--- config.mk ---
export PLATFORM = sky130hd
export DESIGN_NAME = ps2_cmd_ctrl_flat
export DESIGN_NICKNAME = d
export VERILOG_FILES = /design/src/rtl/ps2_cmd_ctrl_if.sv /design/src/rtl/ps2_cmd_ctrl.sv /design/src/flat_wrapper.sv
export SDC_FILE = /design/constraint.sdc
export NUM_CORES = 1
export LEC_CHECK = 0
export BUFFER_PORTS_ARGS = -buffer_cell sky130_fd_sc_hd__buf_2
export CAP_MARGIN = 10
export CORE_ASPECT_RATIO = 1.5
export CORE_UTILIZATION = 53
export CTS_CLUSTER_SIZE = 25
export DETAILED_ROUTE_END_ITERATION = 8
export PLACE_DENSITY = 0.75
export SKIP_CTS_REPAIR_TIMING = 1
export SYNTH_ARGS = -nofsm -noshare
export SYNTH_HDL_FRONTEND = slang
export SYNTH_SLANG_ARGS = --single-unit
--- constraint.sdc ---
create_clock -name clk -period 2.6 [get_ports clk]
set_clock_uncertainty 0.2 [all_clocks]
set_input_delay 0.52 -clock clk [delete_from_list [all_inputs] [get_ports clk]]
set_output_delay 0.52 -clock clk [all_outputs]
set_load 0.03 [all_outputs]
--- src/rtl/ps2_cmd_ctrl_if.sv ---
`default_nettype none
// ============================================================================
//  Module   : ps2_cmd_ctrl_if
//  Purpose  : Bundles the command, receive-FIFO and PS/2 transceiver signals
//             of the PS/2 host command sequencer.
//  Modports : slave  - the controller (ps2_cmd_ctrl)
//             master - the system side plus the ps2_rxtx transceiver
//  Signals  : cmd_valid/cmd_data/cmd_ready   command byte handshake
//             cmd_done/cmd_err/err_timeout   command completion status
//             rx_valid/rx_data/rx_ready      receive FIFO head (FWFT)
//             rx_overflow/clr_ovf            sticky drop flag and its clear
//             wr_ps2/ps2_din                 transmit strobe and byte
//             rx_done_tick/tx_done_tick      transceiver event ticks
//             ps2_dout                       received byte
//  Revision : 1.0 - initial release
// ============================================================================
interface ps2_cmd_ctrl_if;
  logic       cmd_valid;
  logic [7:0] cmd_data;
  logic       cmd_ready;
  logic       cmd_done;
  logic       cmd_err;
  logic       err_timeout;
  logic       rx_valid;
  logic [7:0] rx_data;
  logic       rx_ready;
  logic       rx_overflow;
  logic       clr_ovf;
  logic       wr_ps2;
  logic [7:0] ps2_din;
  logic       rx_done_tick;
  logic       tx_done_tick;
  logic [7:0] ps2_dout;

  modport slave (
    input  cmd_valid, cmd_data, rx_ready, clr_ovf,
           rx_done_tick, tx_done_tick, ps2_dout,
    output cmd_ready, cmd_done, cmd_err, err_timeout,
           rx_valid, rx_data, rx_overflow, wr_ps2, ps2_din
  );

  modport master (
    output cmd_valid, cmd_data, rx_ready, clr_ovf,
           rx_done_tick, tx_done_tick, ps2_dout,
    input  cmd_ready, cmd_done, cmd_err, err_timeout,
           rx_valid, rx_data, rx_overflow, wr_ps2, ps2_din
  );
endinterface
`default_nettype wire

--- src/rtl/ps2_cmd_ctrl.sv ---
`default_nettype none
// ============================================================================
//  Module   : ps2_cmd_ctrl
//  Purpose  : PS/2 host command sequencer. Sends a command byte through the
//             transceiver, waits for ACK (0xFA), retries on RESEND (0xFE),
//             times out on silence, and buffers every other received byte
//             in a first-word-fall-through FIFO.
//  Ports    : clk    - clock
//             rst_n  - synchronous reset, active low
//             bus    - ps2_cmd_ctrl_if.slave (command, FIFO, transceiver)
//  Revision : 1.0 - initial release
// ============================================================================
module ps2_cmd_ctrl #(
  parameter int TIMEOUT_CYCLES = 2000000,
  parameter int MAX_RETRY      = 3,
  parameter int FIFO_DEPTH     = 8
) (
  input  wire logic     clk,
  input  wire logic     rst_n,
  ps2_cmd_ctrl_if.slave bus
);

  localparam int TW = (TIMEOUT_CYCLES > 1) ? $clog2(TIMEOUT_CYCLES) : 1;
  localparam int RW = (MAX_RETRY > 0) ? $clog2(MAX_RETRY + 1) : 1;
  localparam int AW = $clog2(FIFO_DEPTH);

  localparam logic [TW-1:0] C_TMO_LAST  = TW'(TIMEOUT_CYCLES - 1);
  localparam logic [RW-1:0] C_MAX_RETRY = RW'(MAX_RETRY);
  localparam logic [7:0]    C_ACK       = 8'hFA;
  localparam logic [7:0]    C_RESEND    = 8'hFE;

  typedef enum logic [1:0] {
    S_IDLE     = 2'd0,
    S_SEND     = 2'd1,
    S_WAIT_TX  = 2'd2,
    S_WAIT_RSP = 2'd3
  } state_t;

  state_t        state_q;
  logic [TW-1:0] timer_q;
  logic [RW-1:0] retry_q;
  logic          cmd_ready_q;
  logic          cmd_done_q;
  logic          cmd_err_q;
  logic          err_timeout_q;
  logic          wr_ps2_q;
  logic [7:0]    ps2_din_q;

  // Receive FIFO storage and pointers (one extra bit distinguishes full/empty)
  logic [7:0]    mem_q [FIFO_DEPTH];
  logic [AW:0]   wr_ptr_q;
  logic [AW:0]   rd_ptr_q;
  logic          ovf_q;

  logic          is_proto;
  logic          push;
  logic          pop;
  logic          empty;
  logic          full;
  logic          wr_en;
  logic          ovf_d;

  // ACK/RESEND are consumed by the sequencer only while it awaits a response;
  // any other received byte, or any byte in another state, goes to the FIFO.
  assign is_proto = (state_q == S_WAIT_RSP) &&
                    ((bus.ps2_dout == C_ACK) || (bus.ps2_dout == C_RESEND));
  assign push     = bus.rx_done_tick && !is_proto;

  assign empty = (wr_ptr_q == rd_ptr_q);
  assign full  = (wr_ptr_q[AW] != rd_ptr_q[AW]) &&
                 (wr_ptr_q[AW-1:0] == rd_ptr_q[AW-1:0]);
  // Pop only on a visible head, so a pop against an empty FIFO is ignored
  assign pop   = !empty && bus.rx_ready;
  // A pop in the same cycle frees the slot, so a full FIFO can still accept
  assign wr_en = push && (!full || pop);
  // A new drop wins over a simultaneous clear
  assign ovf_d = (ovf_q && !bus.clr_ovf) || (push && full && !pop);

  // Command sequencer
  always_ff @(posedge clk) begin
    if (!rst_n) begin
      state_q       <= S_IDLE;
      timer_q       <= '0;
      retry_q       <= '0;
      cmd_ready_q   <= 1'b1;
      cmd_done_q    <= 1'b0;
      cmd_err_q     <= 1'b0;
      err_timeout_q <= 1'b0;
      wr_ps2_q      <= 1'b0;
      ps2_din_q     <= 8'h00;
    end else begin
      cmd_done_q <= 1'b0;
      cmd_err_q  <= 1'b0;
      wr_ps2_q   <= 1'b0;
      case (state_q)
        S_IDLE: begin
          if (bus.cmd_valid) begin
            ps2_din_q     <= bus.cmd_data;
            err_timeout_q <= 1'b0;
            retry_q       <= '0;
            cmd_ready_q   <= 1'b0;
            wr_ps2_q      <= 1'b1;
            state_q       <= S_SEND;
          end
        end
        S_SEND: begin
          state_q <= S_WAIT_TX;
        end
        S_WAIT_TX: begin
          // The transmitter bounds this phase; no timeout here
          if (bus.tx_done_tick) begin
            timer_q <= '0;
            state_q <= S_WAIT_RSP;
          end
        end
        S_WAIT_RSP: begin
          timer_q <= timer_q + 1'b1;
          // A byte arriving on the expiry cycle takes precedence
          if (bus.rx_done_tick) begin
            if (bus.ps2_dout == C_ACK) begin
              cmd_done_q  <= 1'b1;
              cmd_ready_q <= 1'b1;
              state_q     <= S_IDLE;
            end else if (bus.ps2_dout == C_RESEND) begin
              if (retry_q < C_MAX_RETRY) begin
                retry_q  <= retry_q + 1'b1;
                wr_ps2_q <= 1'b1;
                state_q  <= S_SEND;
              end else begin
                cmd_err_q   <= 1'b1;
                cmd_ready_q <= 1'b1;
                state_q     <= S_IDLE;
              end
            end else begin
              timer_q <= '0;
            end
          end else if (timer_q == C_TMO_LAST) begin
            cmd_err_q     <= 1'b1;
            err_timeout_q <= 1'b1;
            cmd_ready_q   <= 1'b1;
            state_q       <= S_IDLE;
          end
        end
        default: begin
          cmd_ready_q <= 1'b1;
          state_q     <= S_IDLE;
        end
      endcase
    end
  end

  // FIFO pointers and overflow flag
  always_ff @(posedge clk) begin
    if (!rst_n) begin
      wr_ptr_q <= '0;
      rd_ptr_q <= '0;
      ovf_q    <= 1'b0;
    end else begin
      if (wr_en) wr_ptr_q <= wr_ptr_q + 1'b1;
      if (pop)   rd_ptr_q <= rd_ptr_q + 1'b1;
      ovf_q <= ovf_d;
    end
  end

  // FIFO storage needs no reset; pointers define what is valid
  always_ff @(posedge clk) begin
    if (rst_n && wr_en) mem_q[wr_ptr_q[AW-1:0]] <= bus.ps2_dout;
  end

  assign bus.cmd_ready   = cmd_ready_q;
  assign bus.cmd_done    = cmd_done_q;
  assign bus.cmd_err     = cmd_err_q;
  assign bus.err_timeout = err_timeout_q;
  assign bus.wr_ps2      = wr_ps2_q;
  assign bus.ps2_din     = ps2_din_q;
  assign bus.rx_valid    = !empty;
  assign bus.rx_data     = empty ? 8'h00 : mem_q[rd_ptr_q[AW-1:0]];
  assign bus.rx_overflow = ovf_q;

endmodule
`default_nettype wire

--- src/flat_wrapper.sv ---
// flat-port wrapper written by rule: the top's interface ports become plain ports
module ps2_cmd_ctrl_flat 
#(
  parameter int TIMEOUT_CYCLES = 2000000,
  parameter int MAX_RETRY      = 3,
  parameter int FIFO_DEPTH     = 8
)
  (clk, rst_n, bus_cmd_valid, bus_cmd_data, bus_rx_ready, bus_clr_ovf, bus_rx_done_tick, bus_tx_done_tick, bus_ps2_dout, bus_cmd_ready, bus_cmd_done, bus_cmd_err, bus_err_timeout, bus_rx_valid, bus_rx_data, bus_rx_overflow, bus_wr_ps2, bus_ps2_din);
  ps2_cmd_ctrl_if bus_i ();
  input  wire logic clk;
  input  wire logic rst_n;
  input wire logic [$bits(bus_i.cmd_valid)-1:0] bus_cmd_valid;
  input wire logic [$bits(bus_i.cmd_data)-1:0] bus_cmd_data;
  input wire logic [$bits(bus_i.rx_ready)-1:0] bus_rx_ready;
  input wire logic [$bits(bus_i.clr_ovf)-1:0] bus_clr_ovf;
  input wire logic [$bits(bus_i.rx_done_tick)-1:0] bus_rx_done_tick;
  input wire logic [$bits(bus_i.tx_done_tick)-1:0] bus_tx_done_tick;
  input wire logic [$bits(bus_i.ps2_dout)-1:0] bus_ps2_dout;
  output wire logic [$bits(bus_i.cmd_ready)-1:0] bus_cmd_ready;
  output wire logic [$bits(bus_i.cmd_done)-1:0] bus_cmd_done;
  output wire logic [$bits(bus_i.cmd_err)-1:0] bus_cmd_err;
  output wire logic [$bits(bus_i.err_timeout)-1:0] bus_err_timeout;
  output wire logic [$bits(bus_i.rx_valid)-1:0] bus_rx_valid;
  output wire logic [$bits(bus_i.rx_data)-1:0] bus_rx_data;
  output wire logic [$bits(bus_i.rx_overflow)-1:0] bus_rx_overflow;
  output wire logic [$bits(bus_i.wr_ps2)-1:0] bus_wr_ps2;
  output wire logic [$bits(bus_i.ps2_din)-1:0] bus_ps2_din;
  assign bus_i.cmd_valid = bus_cmd_valid;
  assign bus_i.cmd_data = bus_cmd_data;
  assign bus_i.rx_ready = bus_rx_ready;
  assign bus_i.clr_ovf = bus_clr_ovf;
  assign bus_i.rx_done_tick = bus_rx_done_tick;
  assign bus_i.tx_done_tick = bus_tx_done_tick;
  assign bus_i.ps2_dout = bus_ps2_dout;
  assign bus_cmd_ready = bus_i.cmd_ready;
  assign bus_cmd_done = bus_i.cmd_done;
  assign bus_cmd_err = bus_i.cmd_err;
  assign bus_err_timeout = bus_i.err_timeout;
  assign bus_rx_valid = bus_i.rx_valid;
  assign bus_rx_data = bus_i.rx_data;
  assign bus_rx_overflow = bus_i.rx_overflow;
  assign bus_wr_ps2 = bus_i.wr_ps2;
  assign bus_ps2_din = bus_i.ps2_din;
  ps2_cmd_ctrl #(.TIMEOUT_CYCLES(TIMEOUT_CYCLES), .MAX_RETRY(MAX_RETRY), .FIFO_DEPTH(FIFO_DEPTH)) u_core (.clk(clk), .rst_n(rst_n), .bus(bus_i));
endmodule
Word-level counts from Yosys, hierarchy flattened
Memory sizes are Yosys's and may differ from the RTL's. A register that Yosys moved wholly into a read port is not among the register bits.
Cells that the tools add are included.
Storage, ports and cells
  memories: 1
  word-level logic and storage cells: 111
  bits in read-only memories: 0
  output and inout bits: 23
  flip-flop bits (word level): 47
  latch bits: 0
  bits in writable memories: 64
Operators by class
  magnitude comparators: 1
  divide/modulo/power cells: 0
  shift operators: 0
  reduce and logical (&&, ||, !) cells: 28
  $mul: 0
  eq/ne operators: 20
  bitwise operators: 0
  muxes and demuxes: 45
  add/subtract/negate cells: 4
Memory list
  u_core.mem_q: words 8, bits a word 8, rd ports 1, clocked after memory_dff 1, wr ports 1, RTL line ps2_cmd_ctrl.sv:50  | logic [7:0] mem_q [FIFO_DEPTH];
Operator list (number)
  21-bit two-way mux: 4
  21-bit one-hot mux with 2 select lines: 1
  2-bit two-way mux: 11
  21-bit by 1-bit adder with 21-bit output, second input constant: 1
  21-bit equality test, second input constant: 1
  1-bit two-way mux: 21
  8-bit equality test, second input constant: 2
  2-bit != test, second input constant: 8
  1-bit logical AND: 9
  4-bit by 1-bit adder with 4-bit output, second input constant: 2
  8-bit two-way mux: 1
  4-bit != test, second input constant: 2
  2-bit one-hot mux with 4 select lines: 1
  4-bit AND reduction: 2
  3-bit two-way mux: 2
  1-bit one-hot mux with 2 select lines: 3
  2-bit AND reduction: 3
  6-bit AND reduction: 1
  1-bit zero test: 5
  5-bit AND reduction: 1
  2-bit equality test, second input constant: 2
  4-bit equality test: 1
  2-bit one-hot mux with 2 select lines: 1
  2-bit nonzero test: 2
  9 further kinds: 11

Longest topological paths before layout
Gate-level depths: netlist of run 1.
  word-level depth: 9
  mapped depth: 9
  depth with buffers taken out: 7

Worst setup path after synthesis of run 1
Ideal clock, no wire load.
  path type: input -> register
  start: input bus_rx_done_tick
  end: memory u_core.mem_q[4][0] (enable)
  data required time: 2.017 ns
  arrival: 2.017 ns
  stages: 5
  setup slack: 0.000 ns
  setup time: 0.383 ns
  cell sequence: clkbuf_1 > o21ai_0 > a21oi_1 > nand3_1 > nor3_1
On the way
  word-level cells in the longest chain between the ends: 5
Ends and longest elaborated chain
  from (decl): RTL line flat_wrapper.sv:16  | input wire logic [$bits(bus_i.rx_done_tick)-1:0] bus_rx_done_tick;
  1-bit logical AND: RTL line ps2_cmd_ctrl.sv:67  | assign push = bus.rx_done_tick && !is_proto;
  1-bit logical AND: RTL line ps2_cmd_ctrl.sv:75  | assign wr_en = push && (!full || pop);
  1-bit logical AND: RTL line ps2_cmd_ctrl.sv:167  | if (rst_n && wr_en) mem_q[wr_ptr_q[AW-1:0]] <= bus.ps2_dout;
  1-bit two-way mux: RTL line ps2_cmd_ctrl.sv:167
  1-bit two-way mux (not written as such): RTL line ps2_cmd_ctrl.sv:167
  to (decl): RTL line ps2_cmd_ctrl.sv:50
No other way between the ends.

==> run summary, run 1 <==
Static Leak - 2.181 nW
Hold wc startpoint - bus_cmd_data[3]
Gate Count Post-Synth - 411
Core region area - 8986 um^2
Met1 Wirelength - 4051 um
Total GRT Usage - 23.50%
First-pass GRT wire length - 16540 um
WHS Path Cells - 3
Worst-Margin Slew - 0.5974 ns
Ratio of cells with drive above 1 in the final layout - 26.57%
Die height - 120.6 um
Via Count - 3470
Port Buffers - 45
Final HPWL DP - 7008 um
Post-synth top area cell - edfxtp_1
# diodes - 0
Num CTS Buffers - 17
Commonest non-fill, non-tap cell in the layout - edfxtp_1
Die width - 81.10 um
FF-to-FF Start - u_core.state_q[1]$_SDFFE_PN0P_
Crit path capture type - primary output
Synth Register Bits - 114
Reg-to-reg endpoint - u_core.mem_q[6][7]$_DFFE_PP_
Most frequent cells in the layout - 64 x edfxtp_1, 51 x nor2_1, 46 x dfxtp_1, 38 x buf_2, 36 x nand2_1
Synthesized area - 4974 um^2
Global route overflow - 0
WL met2 - 5585 um
PnR worst setup slack - -0.01925 ns
H-tree depth - 4
Ys flop type - edfxtp_1
Max-slew headroom - 59.81%
DR vias/cell - 5.755
FF-to-FF path depth - 7
Final Hold Vio Count - 0
# DRC - 0
Starting Density - 55.35%
Die area - 9783 um^2
Max Buffers Root-to-Sink - 2
Final setup fails - 1
Multi-input logic area - 1954 um^2
Placed Cells - 570
Storage cell area - 2933 um^2
Met3 WL - 450 um
CP max stage delay - 0.54 ns
Failing checks - negative setup slack
Drt wl/cell - 17.25 um
Post-synth EDFFs - 64
Sw power - 1.496 mW
Pwr Total - 5.340 mW
Top routing layer in use - met4
Min-delay worst type - in2reg
Finished Layout Cells - 603
Switch share - 28.02%
Cell Chain, Critical Path - buf_12, mux4_2, mux2i_2, nor2_1, buf_4
Async set-reset flop share out of synthesis - 0%
Final Max Tran Viols - 0
Startpoint types - flip-flop
Area Overhead vs Synth - 21.71%
Clock Sinks - 114
Slowest CP cell - mux4_2
Post-Synthesis Net Count - 441
DRT iter0 DRCs - 114
Yosys cell types - 53
CTS tree - done
Post-synthesis sequential area ratio - 58.77%
Top cell type's share of synthesized area - 38.64%
Vias in the first global route - 3483
Routed Antenna Nets - 0
Total wire length - 10400 um
GP Congestion - 0.8285
Outcome - finished with violations
Worst hold endpoint - u_core.bus.ps2_din[3]$_SDFFE_PN0P_
Worst-path fanout max - 8
Yosys warning count - 0
Fin crit share - 100.7%
Avg Cell Area, Syn - 12.10 um^2
RSZ-0062 raised after global routing - yes
Max-cap violations - 0
Int Pwr - 3.844 mW
Largest net degree at the start of global routing - 29
Clock power share - 40.4%
# rows - 42
Reg power frac - 38.6%
Comb pwr share - 21.0%
Initial antenna violation count - 0
I/O Pins - 46
Cell Area, Placed - 5443 um^2
Max Freq - 381.8 MHz
Synth area leaders - edfxtp_1 39%, dfxtp_1 20%, mux4_2 7.2%, nor2_1 3.8%, nand2_1 2.7%
DRT Pass-1 Iters - 5
WS Path Type - reg2out
Critical path data required time - 1.88 ns
Tmin final - 2.619 ns
Final #Nets - 510
Fillcell total - 647
Clock Latency Late Sink - 0.41 ns
Clk root buf - clkbuf_16
Critical Path AT - 1.90 ns
Final std cell area, no fill - 6053 um^2
Total power per unit cell area - 882.2 nW/um^2
FF-to-FF setup slack - 0.13 ns
Clock transition at path regs - 0.05 ns
Peak supply drop - 746.6 uV
Yosys cell counts, types with 2 or more instances:
cell type,instances
xnor2_1,9
nand3_1,15
buf_2,6
or3_1,2
o31ai_1,2
and3_1,5
nand2_1,36
xor2_1,10
edfxtp_1,64
a311oi_1,2
buf_1,3
or2_2,3
dfxtp_1,50
o211ai_1,2
nand2b_1,5
mux4_2,16
nor4_4,2
nor2b_1,4
a21oi_1,17
nand3b_1,4
a211oi_1,5
a31oi_1,2
o21a_1,2
a31o_2,2
nand4b_1,3
nor4_1,4
nor2_1,51
mux2i_1,13
and2_1,4
nor3_1,9
nand4_2,2
o21ai_0,11
clkbuf_1,8
nand4_1,7
inv_1,7
ha_1,7
metal layers:
| layer | GRT usage [%] | vias up |
|---|---|---|
| met5 | 0 | - |
| met4 | 12.05 | 0 |
| met3 | 6.491 | 21 |
| met2 | 41.49 | 110 |
| met1 | 24.77 | 1674 |
| li1 | - | 1665 |
worst max path at each step:
stage               cells after the start                       startpoint                            to
finish                                  5                        flip-flop                bus_rx_data[2]
global placement                        7                  bus_ps2_dout[7]  u_core.mem_q[0][5]$_DFFE_PP_
floorplan                               5                 bus_rx_done_tick  u_core.mem_q[0][0]$_DFFE_PP_
CTS                                     6  u_core.wr_ptr_q[0]$_SDFFE_PN0P_                bus_rx_data[2]
detailed placement                      7                  bus_ps2_dout[7]  u_core.mem_q[0][4]$_DFFE_PP_
global route                            5                        flip-flop                bus_rx_data[2]
power groups by stage:
| stage | clock network, mW | logic, mW | registers [mW] |
|---|---|---|---|
| global route | 2.27 | 1.22 | 2.07 |
| CTS | 2.19 | 1.08 | 2.05 |
| global placement | 0 | 1.06 | 2.08 |
| floorplan | 0 | 0.724 | 2.13 |
| detailed placement | 0 | 1.07 | 2.09 |
| finish | 2.16 | 1.12 | 2.06 |
worst max-delay path, delay by kind of cell (launching register included):
| family | cells | cell delay, ns |
|---|---|---|
| buffers and inverters | 2 | 0.32 |
| AND/OR/NAND/NOR | 1 | 0.07 |
| flip-flops | 1 | 0.38 |
| multiplexers | 2 | 0.72 |
cells by family after synthesis:
logic type      synth area share [%]
compound gates                 7.044
xor+xnor                       3.346
fa+ha+maj                      1.761
buf+inv                        2.138
flops                          58.77
mux                            10.09
simple gates                   16.85
stage by stage:
| stage | hold WS, ns | setup TNS (ns) | worst slack [ns] | utilization [%] |
|---|---|---|---|---|
| floorplan | 0.2546 | 0 | 0.003483 | - |
| global placement | 0.2390 | 0 | 0.2058 | 60.57 |
| detailed placement | 0.2440 | 0 | 0.1452 | 60.57 |
| CTS | 0.1269 | -0.7773 | -0.1099 | 66.72 |
| global route | 0.1342 | -0.3144 | -0.07291 | 67.36 |
| finish | 0.1425 | -0.01925 | -0.01925 | 67.36 |
layout make-up:
class / count / area share, %
Timing Repair Buffer: 68 / 7.358
Multi-Input combinational cell: 271 / 32.29
Clock buffer: 21 / 7.276
Inverter: 8 / 0.4961
Clock inverter: 11 / 1.860
Tap cell: 110 / 2.274
Sequential cell: 114 / 48.45
flip-flops by register name, summed over array words and instances (netlist names), 2 cells and up, named ones only:
name and cells:
u_core.state_q 2, u_core.wr_ptr_q 4, u_core.retry_q 2, u_core.mem_q 64, u_core.rd_ptr_q 4, u_core.bus.ps2_din 8, u_core.timer_q 21
Power figures use the tool's default switching activity.
==> inputs of run 2 (changes only) <==
- PLACE_DENSITY: 0.75 -> unset
- PLACE_DENSITY_LB_ADDON: unset -> 0.05
==> run 2 against run 1 <==
  * Critical path depth unchanged
  * Power up 1.5%
  * Clock power up 4%
  * Sequential power about the same
  * Global-route usage up 0.58 points
  * Largest cell class unchanged
  * Worst setup slack better by 0.033 ns
  * Via count down 1.7%
  * Flip-flop and latch count unchanged
  * The flow now finishes without violations
  * Fmax up 1.3%
  * Critical endpoint is now bus_rx_data[5]
  * Combinational power about the same
  * Die area unchanged
  * Clock-buffer cell count down 2
==> run summary, run 2 (synthesis results as in run 1) <==
Outcome - complete, no violations (was finished with violations)
Slowest CP cell - mux4_2 (unchanged)
Worst-Margin Slew - 0.6317 ns (was 0.5974 ns)
CTS tree - done (unchanged)
Area Overhead vs Synth - 22.19% (was 21.71%)
FF-to-FF setup slack - 0.25 ns (was 0.13 ns)
RSZ-0062 raised after global routing - yes (unchanged)
Die area - 9783 um^2 (unchanged)
Max reg flops - 64 (unchanged)
Total power per unit cell area - 892.3 nW/um^2 (was 882.2 nW/um^2)
Critical path data required time - 1.88 ns (about the same)
Largest delay share family, worst path - multiplexers (unchanged)
# DRC - 0 (unchanged)
Drt wl/cell - 17.51 um (was 17.25 um)
# diodes - 0 (unchanged)
Clock Latency Late Sink - 0.41 ns (about the same)
Final std cell area, no fill - 6077 um^2 (was 6053 um^2)
Worst-path fanout max - 8 (unchanged)
Global route overflow - 0 (unchanged)
Final setup fails - 0 (was 1)
Max Buffers Root-to-Sink - 2 (unchanged)
DRT iter0 DRCs - 168 (was 114)
I/O Pins - 46 (unchanged)
Die width - 81.10 um (unchanged)
Starting Density - 55.35% (unchanged)
Min-delay worst type - in2reg (unchanged)
Initial antenna violation count - 0 (unchanged)
Final Hold Vio Count - 0 (unchanged)
Clk root buf - clkbuf_16 (unchanged)
Static Leak - 2.204 nW (was 2.181 nW)
Routed Antenna Nets - 0 (unchanged)
Port Buffers - 45 (unchanged)
Largest net degree at the start of global routing - 29 (unchanged)
DR vias/cell - 5.655 (was 5.755)
Peak supply drop - 714.8 uV (was 746.6 uV)
# rows - 42 (unchanged)
Final Max Tran Viols - 0 (unchanged)
Num CTS Buffers - 17 (unchanged)
H-tree depth - 4 (unchanged)
Die height - 120.6 um (unchanged)
DRT Pass-1 Iters - 5 (unchanged)
Clock transition at path regs - 0.05 ns (about the same)
Max-slew headroom - 57.80% (was 59.81%)
Pwr Total - 5.423 mW (was 5.340 mW)
Core region area - 8986 um^2 (unchanged)
Tmin final - 2.586 ns (was 2.619 ns)
Clock Sinks - 114 (unchanged)
Commonest non-fill, non-tap cell in the layout - edfxtp_1 (unchanged)
Cell Chain, Critical Path - buf_12, mux4_2, mux2i_1, nor2_1, buf_4 (was buf_12, mux4_2, mux2i_2, nor2_1, buf_4)
Via Count - 3410 (was 3470)
Critical Path AT - 1.87 ns (was 1.90 ns)
Startpoint types - flip-flop (unchanged)
Final #Nets - 511 (was 510)
Ratio of cells with drive above 1 in the final layout - 26.57% (unchanged)
Max-cap violations - 0 (unchanged)
Most frequent cells in the layout - 64 x edfxtp_1, 51 x nor2_1, 48 x dfxtp_1, 37 x buf_2, 36 x nand2_1 (was 64 x edfxtp_1, 51 x nor2_1, 46 x dfxtp_1, 38 x buf_2, 36 x nand2_1)
Fin crit share - 99.48% (was 100.7%)
WS Path Type - reg2out (unchanged)
Total wire length - 10560 um (was 10400 um)
Vias in the first global route - 3403 (was 3483)
Crit path capture type - primary output (unchanged)
Max Freq - 386.6 MHz (was 381.8 MHz)
First-pass GRT wire length - 16730 um (was 16540 um)
Final HPWL DP - 7297 um (was 7008 um)
Crit path buf inv count - 2 (unchanged)
Fillcell total - 659 (was 647)
Cell Area, Placed - 5450 um^2 (was 5443 um^2)
CP max stage delay - 0.51 ns (was 0.54 ns)
Total GRT Usage - 24.08% (was 23.50%)
GP Congestion - 0.8078 (was 0.8285)
run 2: tightest hold or removal path, stage by stage:
cell	delay, ns
buf_2	0.09
nand2_1	0.04
a21oi_1	0.05
run 2: power by group:
| part | switching [mW] | leakage, nW | internal [mW] | total, mW |
|---|---|---|---|---|
| Sequential | 0.0593 | 0.985 | 1.99 | 2.05 |
| Clock | 0.754 | 0.277 | 1.48 | 2.24 |
| Combinational | 0.680 | 0.941 | 0.453 | 1.13 |
| Total | 1.49 | 2.20 | 3.93 | 5.42 |
run 2: routing by layer:
layer	vias up	global-route usage, %	share of wire, %
met5	-	0	0
met4	0	11.94	1.9
met3	10	6.642	3.4
met2	68	42.28	56
met1	1666	25.81	39
li1	1666	-	-
run 2: area by class of cell:
type                            instances  area (um^2)  area share, %
Clock buffer                           19        432.9          7.124
Clock inverter                         12        141.4          2.327
Inverter                                8        30.03         0.4941
Multi-Input combinational cell        271         1952          32.12
Sequential cell                       114         2928          48.18
Tap cell                              110        137.6          2.265
Timing Repair Buffer                   69        455.4          7.494
run 2: stage by stage:
step,TNS (ns),setup WS [ns],utilization (%),hold WS [ns],cells
finish,0,0.01361,67.63,0.1472,603
global route,-0.2641,-0.04528,67.63,0.1409,603
CTS,-0.7962,-0.1797,67.04,0.1316,602
detailed placement,0,0.07488,60.65,0.2473,571
global placement,0,0.1817,60.65,0.2405,571
floorplan,0,0.003483,-,0.2546,411
run 2: worst paths after layout:
kind                                      start                                 end  cells past startpoint
min reg2reg  u_core.bus.ps2_din[0]$_SDFFE_PN0P_  u_core.bus.ps2_din[0]$_SDFFE_PN0P_                      2
max reg2reg      u_core.state_q[1]$_SDFFE_PN0P_        u_core.mem_q[0][5]$_DFFE_PP_                      7
max                                   flip-flop                      bus_rx_data[5]                      5
min                             bus_cmd_data[0]  u_core.bus.ps2_din[0]$_SDFFE_PN0P_                      3
==> inputs of run 3 (changes only) <==
- CORE_MARGIN: unset -> 5
- PLACE_DENSITY_LB_ADDON: 0.05 -> 0.15
- SLEW_MARGIN: unset -> 10
==> run 3 against run 2 <==
  * Worst setup slack improved by 0.028 ns
  * Sequential power about the same
  * Highest routed layer unchanged
  * Worst hold slack worse by 0.00099 ns
  * Power fell by 3.4%
==> run summary, run 3 (synthesis results as in run 1) <==
Max Buffers Root-to-Sink - 2 (unchanged)
Die height - 128.6 um (was 120.6 um)
Total wire length - 10650 um (was 10560 um)
Vias in the first global route - 3487 (was 3403)
Worst-path fanout max - 8 (unchanged)
FF-to-FF setup slack - 0.25 ns (about the same)
Fin util - 65.63% (was 67.63%)
DR vias/cell - 5.686 (was 5.655)
Cell Area, Placed - 5460 um^2 (was 5450 um^2)
Total power per unit cell area - 867.6 nW/um^2 (was 892.3 nW/um^2)
CTS tree - done (unchanged)
# rows - 43 (was 42)
Max-cap violations - 0 (unchanged)
Clk root buf - clkbuf_16 (unchanged)
RSZ-0062 raised after global routing - yes (unchanged)
Startpoint types - flip-flop (unchanged)
DRT Pass-1 Iters - 5 (unchanged)
Global route overflow - 0 (unchanged)
FF-to-FF path depth - 6 (was 7)
Outcome - complete, no violations (unchanged)
Final #Nets - 512 (was 511)
Critical path data required time - 1.88 ns (about the same)
Port Buffers - 45 (unchanged)
Final std cell area, no fill - 6038 um^2 (was 6077 um^2)
Die area - 11460 um^2 (was 9783 um^2)
Routed Antenna Nets - 0 (unchanged)
Critical Path AT - 1.84 ns (was 1.87 ns)
Clock transition at path regs - 0.05 ns (about the same)
Drt wl/cell - 17.57 um (was 17.51 um)
Via Count - 3446 (was 3410)
Fin crit share - 98.40% (was 99.48%)
WS Path Type - reg2out (unchanged)
Multi-input logic area - 1952 um^2 (unchanged)
Final setup fails - 0 (unchanged)
Tmin final - 2.558 ns (was 2.586 ns)
Clock Latency Late Sink - 0.41 ns (about the same)
Clock Sinks - 114 (unchanged)
H-tree depth - 4 (unchanged)
# diodes - 0 (unchanged)
First-pass GRT wire length - 16900 um (was 16730 um)
Num CTS Buffers - 17 (unchanged)
Largest net degree at the start of global routing - 29 (unchanged)
Die width - 89.10 um (was 81.10 um)
WHS Path Cells - 3 (unchanged)
DRT iter0 DRCs - 190 (was 168)
Final HPWL DP - 7494 um (was 7297 um)
Final Hold Vio Count - 0 (unchanged)
Starting Density - 54.06% (was 55.35%)
Core region area - 9200 um^2 (was 8986 um^2)
Worst-Margin Slew - 0.6113 ns (was 0.6317 ns)
Most frequent cells in the layout - 64 x edfxtp_1, 51 x nor2_1, 49 x dfxtp_1, 37 x buf_2, 36 x nand2_1 (was 64 x edfxtp_1, 51 x nor2_1, 48 x dfxtp_1, 37 x buf_2, 36 x nand2_1)
# DRC - 0 (unchanged)
Max-slew headroom - 58.87% (was 57.80%)
Commonest non-fill, non-tap cell in the layout - edfxtp_1 (unchanged)
Storage cell area - 2927 um^2 (was 2928 um^2)
Final Max Tran Viols - 0 (unchanged)
Max Freq - 390.9 MHz (was 386.6 MHz)
Initial antenna violation count - 0 (unchanged)
Ratio of cells with drive above 1 in the final layout - 26.72% (was 26.57%)
Static Leak - 2.194 nW (was 2.204 nW)
GP Congestion - 0.8408 (was 0.8078)
Peak supply drop - 768.7 uV (was 714.8 uV)
Total GRT Usage - 19.74% (was 24.08%)
I/O Pins - 46 (unchanged)
Min-delay worst type - in2reg (unchanged)
Fillcell total - 735 (was 659)
Max reg flops - 64 (unchanged)
Hold_ws - 0.1462 ns (was 0.1472 ns)
Area Overhead vs Synth - 21.41% (was 22.19%)
Crit path capture type - primary output (unchanged)
run 3: changes by cell type in the layout (fill, tap and decap cells not counted), sizes merged:
| cell | delta |
|---|---|
| bufinv | -2 |
| clkinvlp | -1 |
| clkinv | +3 |
| buf | +1 |
run 3: layout make-up:
type                       count  area share, %
timing repair buffer          70          7.667
multi-input combinational    271          32.32
sequential                   114          48.47
tap                          112          2.321
clock buffer                  19          7.169
clock inverter                12          1.554
inverter                       8         0.4973
run 3: critical path, stage by stage (launching register included):
cell	delay [ns]
dfxtp_4	0.37
clkbuf_16	0.17
mux4_2	0.51
mux2i_1	0.15
nor2_1	0.06
buf_4	0.16
run 3: through the flow:
stage          cells  power [mW]  setup TNS [ns]  setup WS [ns]
6_report         606       5.239               0        0.04153
5_1_grt          606       5.487         -0.1319       -0.03591
4_1_cts          605       5.216          -1.281        -0.1628
3_5_place_dp     574       3.173               0         0.1357
3_3_place_gp     574       3.156               0         0.2216
2_1_floorplan    411       2.856               0       0.003483
run 3: report_power, final:
group	internal, mW	total [mW]	switching, mW	leakage (nW)
combinational	0.465	1.14	0.678	0.946
sequential	1.99	2.05	0.0602	0.984
clock	1.29	2.04	0.754	0.263
total	3.75	5.24	1.49	2.19
run 3: worst paths after layout:
check                                                   startpoint                            endpoint
worst max-delay path                                     flip-flop                      bus_rx_data[6]
worst min-delay path                               bus_cmd_data[7]  u_core.bus.ps2_din[7]$_SDFFE_PN0P_
worst max register to register      u_core.timer_q[0]$_SDFFE_PN0P_      u_core.state_q[0]$_SDFFE_PN0P_
worst min register to register  u_core.bus.ps2_din[1]$_SDFFE_PN0P_  u_core.bus.ps2_din[1]$_SDFFE_PN0P_
run 3: layer usage:
layer  global-route usage [%]  routed length (um)
met1                    21.85                4114
met4                    7.537                 194
met2                    35.26                5807
met3                    5.381                 529
met5                        0                   0
